`src/rtl/mult16_seq_ctrl.sv`:
```
// mult16_seq_ctrl: 16x16 unsigned multiply sequenced over one shared 8x8 multiplier in four cycles.
module mult16_seq_ctrl (
  input  logic        clk,
  input  logic        rst_n,
  input  logic        start,
  input  logic [15:0] a,
  input  logic [15:0] b,
  output logic        busy,
  output logic        done,
  output logic [31:0] p,
  output logic [7:0]  mul_m,
  output logic [7:0]  mul_q,
  input  logic [15:0] mul_c
);
  typedef enum logic [2:0] {IDLE, LL, LH, HL, HH, DONE} state_t;
  state_t state;
  logic [15:0] ra, rb;
  logic [31:0] acc;
  assign p = acc;
  // Multiplier bytes are registered one state ahead so they never depend on start/a/b combinationally.
  always_ff @(posedge clk or negedge rst_n) begin
    if (!rst_n) begin
      state <= IDLE;
      ra    <= '0;
      rb    <= '0;
      acc   <= '0;
      busy  <= 1'b0;
      done  <= 1'b0;
      mul_m <= '0;
      mul_q <= '0;
    end else begin
      case (state)
        LL: begin
          acc   <= acc + {16'b0, mul_c};
          state <= LH;
          mul_m <= ra[7:0];
          mul_q <= rb[15:8];
        end
        LH: begin
          acc   <= acc + {8'b0, mul_c, 8'b0};
          state <= HL;
          mul_m <= ra[15:8];
          mul_q <= rb[7:0];
        end
        HL: begin
          acc   <= acc + {8'b0, mul_c, 8'b0};
          state <= HH;
          mul_m <= ra[15:8];
          mul_q <= rb[15:8];
        end
        HH: begin
          acc   <= acc + {mul_c, 16'b0};
          state <= DONE;
          busy  <= 1'b0;
          done  <= 1'b1;
          mul_m <= '0;
          mul_q <= '0;
        end
        default: begin
          done  <= 1'b0;
          busy  <= start;
          state <= start ? LL : IDLE;
          mul_m <= start ? a[7:0] : 8'h00;
          mul_q <= start ? b[7:0] : 8'h00;
          if (start) begin
            ra  <= a;
            rb  <= b;
            acc <= '0;
          end
        end
      endcase
    end
  end
endmodule

```
`config.mk`:
```
export PLATFORM = sky130hd
export DESIGN_NAME = mult16_seq_ctrl
export DESIGN_NICKNAME = d
export VERILOG_FILES = /design/src/rtl/mult16_seq_ctrl.sv
export SDC_FILE = /design/constraint.sdc
export NUM_CORES = 1
export LEC_CHECK = 0
export CAP_MARGIN = 20
export CORE_ASPECT_RATIO = 1.4
export CORE_MARGIN = 1
export CORE_UTILIZATION = 40
export DETAILED_ROUTE_END_ITERATION = 12
export GPL_ROUTABILITY_DRIVEN = 0
export SKIP_CTS_REPAIR_TIMING = 1
export SLEW_MARGIN = 5
export SYNTH_ARGS = -nofsm -noshare
export SYNTH_HDL_FRONTEND = slang
export SYNTH_SLANG_ARGS = --single-unit
```
`constraint.sdc`:
```
create_clock -name clk -period 5.05 [get_ports clk]
set_input_delay 1.01 -clock clk [delete_from_list [all_inputs] [get_ports clk]]
set_output_delay 1.01 -clock clk [all_outputs]
set_load 0.01 [all_outputs]
```
==> out/summary.md <==
Flow run
* max-capacitance violation count: 0

GRT
* peak-usage layer in the global routing report: met2
* antenna violations before repair: 0
* largest net degree at the start of global routing: 55
* remaining global-route overflow: 0
* global-route wire length before repair: 29.1 mm
* via count of the first global-routing pass: 5689
* met1 usage: 0.281
* routing usage on met2: 0.423
* global router's overall resource usage: 0.243
* Global Route met3 Usage: 0.0473

Pwr
* worst vdd rail ir drop: 0.245 mV
* overall power: 4.69 mW
* power density over cell area: 628 mW/mm^2
* leakage power: 3.48 nW

Finish
* non-filler instance count after layout: 970
* number of nets in the finished design: 877
* count of antenna diodes in the layout: 0
* Layout area overhead: 25.4%
* layout cells sized above 1: 0.0679
* fill count: 1350

Clock network
* cts bufs inserted: 9
* worst-skew pair later-pin latency: 0.35 ns
* Max Root-Sink Buffers: 2
* CTS sink count: 85
* clock tree from TritonCTS: done
* deepest level of the CTS H-tree: 3
* CTS Root Cell: clkbuf_16
* Worst-path clk slew: 0.07 ns

Yosys
* number of distinct library cells after synthesis: 75
* Post-Synthesis Net Count: 786
* instance count of the mapped netlist: 685
* proportion of register bits with asynchronous set or reset after synthesis: 1.00
* Yosys warnings: 0
* number of enable flip-flop cells after synthesis: 0
* post-synthesis instance area: 0.00596 mm^2
* most common library cells after synthesis: nand2_1 (147), dfrtp_1 (85), ha_1 (47), a21oi_1 (46), o21ai_0 (39)
* Yosys top cell area share: 0.357
* ranking of synthesized cells by area: dfrtp_1 (36%), ha_1 (9.9%), nand2_1 (9.3%)
* sequential share of the synthesized area: 0.357
* synthesized area per cell: 8.70 um^2
* ys flop type: dfrtp_1
* biggest area consumer among synthesized cells: dfrtp_1
* Synth Register Bits: 85
* dominant cell by count in the synthesized netlist: nand2_1

Worst hold path
* Tightest Hold Check Type: reg2reg

Critical path
* type of element launching the critical path: input port
* worst-path maximum fanout: 4
* maximum cell stage delay along the critical path: 0.54 ns
* endpoint type of the worst setup path: flip-flop
* slowest stage cell, crit path: clkdlybuf4s50_1
* Setup Crit Path Kind: in2reg
* critical path arrival: 4.03 ns
* cell chain of the critical path: clkdlybuf4s50_1, ha_1, inv_1, fa_1, nor2b_1, o31a_1, o221ai_1, a2111oi_2, o211ai_1, xnor2_1, a221oi_2, o21ai_1
* Req. time, crit path: 5.25 ns

Floorplanning
* Site Rows: 52
* horizontal die dimension: 105 um
* ports placed on the boundary: 101
* vertical die dimension: 146 um
* area of the die: 0.0154 mm^2
* Floorplan Core Area: 0.0145 mm^2
* Starting Density: 0.411

STA
* Fin. Hold Viols: 0
* Slew Limit Fails: 0
* peak clock frequency supported by timing: 261 MHz
* worst slew slack as a fraction of its limit: 0.400
* summed negative setup slack over all endpoints: 0 ns
* RSZ-0062 raised after global routing: false
* period utilization: 0.759
* final setup violation count: 0
* actual slew at the worst max-slew pin: 0.897 ns
* Worst Clk Skew: 0.00922 ns
* time the worst path needs with I/O delays and setup: 3.83 ns

Detailed routing
* detail-routed via count per cell: 5.69
* Antenna Nets Post-Route: 0
* routed wire length: 17.9 mm
* total number of vias: 5520
* final routed DRC violation total: 0
* count of routing violations after the opening detailed-route iteration: 270
* Wirelength per Cell: 18.4 um
* Detailed Routing Iterations Pass 1: 4

Place
* post-DP HPWL: 13.4 mm
* Port-buffer cells: 100
* post-placement cell count: 954

Run status
* status: finished, final reports clean

through the flow:
step	util	setup WS [ns]	hold slack, ns	cell area (um^2)
after floorplan	-	1.73	0.446	5960
after global placement	0.492	0.949	0.457	7140
after detailed placement	0.493	0.861	0.463	7160
after CTS	0.515	1.22	0.481	7470
after global routing	0.515	0.952	0.494	7470
final	0.515	1.22	0.475	7470
path summary, 6_finish.rpt:
path / start / slack (ns) / cells past startpoint / end
worst max-delay path: mul_c[0] / 1.22 / 12 / p[28]
worst min-delay path: ra[7] / 0.48 / 2 / ra[7]
worst max register to register: p[16] / 1.83 / 11 / p[28]
worst min register to register: ra[7] / 0.48 / 2 / ra[7]
max in group asynchronous: rst_n / 3.42 / 2 / mul_q[0]
min in group asynchronous: rst_n / 0.72 / 1 / p[7]
area by class of cell:
type / count / area (um^2) / area share
clock inverters: 7 / 91.3 / 0.0122
flip-flops and latches: 85 / 2130 / 0.285
repair buffers: 107 / 1060 / 0.142
inverters: 12 / 45.0 / 0.00603
multi-input cells: 561 / 3690 / 0.494
well taps: 189 / 236 / 0.0316
clock buffers: 9 / 225 / 0.0301
worst max-delay path: cells and delay by family:
kind / cells / cell delay, ns
AO/OA/AOI/OAI: 6 / 1.46
AND/OR/NAND/NOR: 1 / 0.17
adder cells (fa/ha/maj): 2 / 0.61
buffers and inverters: 2 / 0.60
XOR/XNOR: 1 / 0.17
registers in the layout (all words and copies together) (netlist names):
signal,flops
p,32
done,1
busy,1
rb,16
mul_q,8
mul_m,8
state,3
ra,16
power breakdown:
group	switching, mW	internal [mW]	leakage (nW)
sequential	0.285	0.985	1.08
combinational	1.51	1.20	2.25
clock	0.315	0.396	0.151
cell families (layout without fill, tap and decap cells):
family / count (synthesis) / count (layout) / share of synthesized area
buf+inv: 39 / 135 / 0.0256
compound gates: 212 / 212 / 0.255
mux: 4 / 4 / 0.00756
xor+xnor: 33 / 33 / 0.0485
simple gates: 262 / 262 / 0.197
flops: 85 / 85 / 0.357
fa+ha+maj: 50 / 50 / 0.109
metal layers:
metal	up-vias	share of wire
li1	2676	-
met1	2624	0.40
met2	179	0.50
met3	41	0.053
met4	0	0.046
met5	-	0
placed cells by master (no fill, tap or decap), types with 13 or more instances in the layout:
cell,synthesis,routed
xor2_1,17,17
ha_1,47,47
a21o_1,13,13
nand3_1,16,16
xnor2_1,16,16
nor2_1,34,34
dfrtp_1,85,85
a22oi_1,21,21
o21ai_0,39,39
clkdlybuf4s50_1,0,99
nand2_1,147,147
a21oi_1,46,46
No activity file was read; power rests on OpenSTA's default activity.
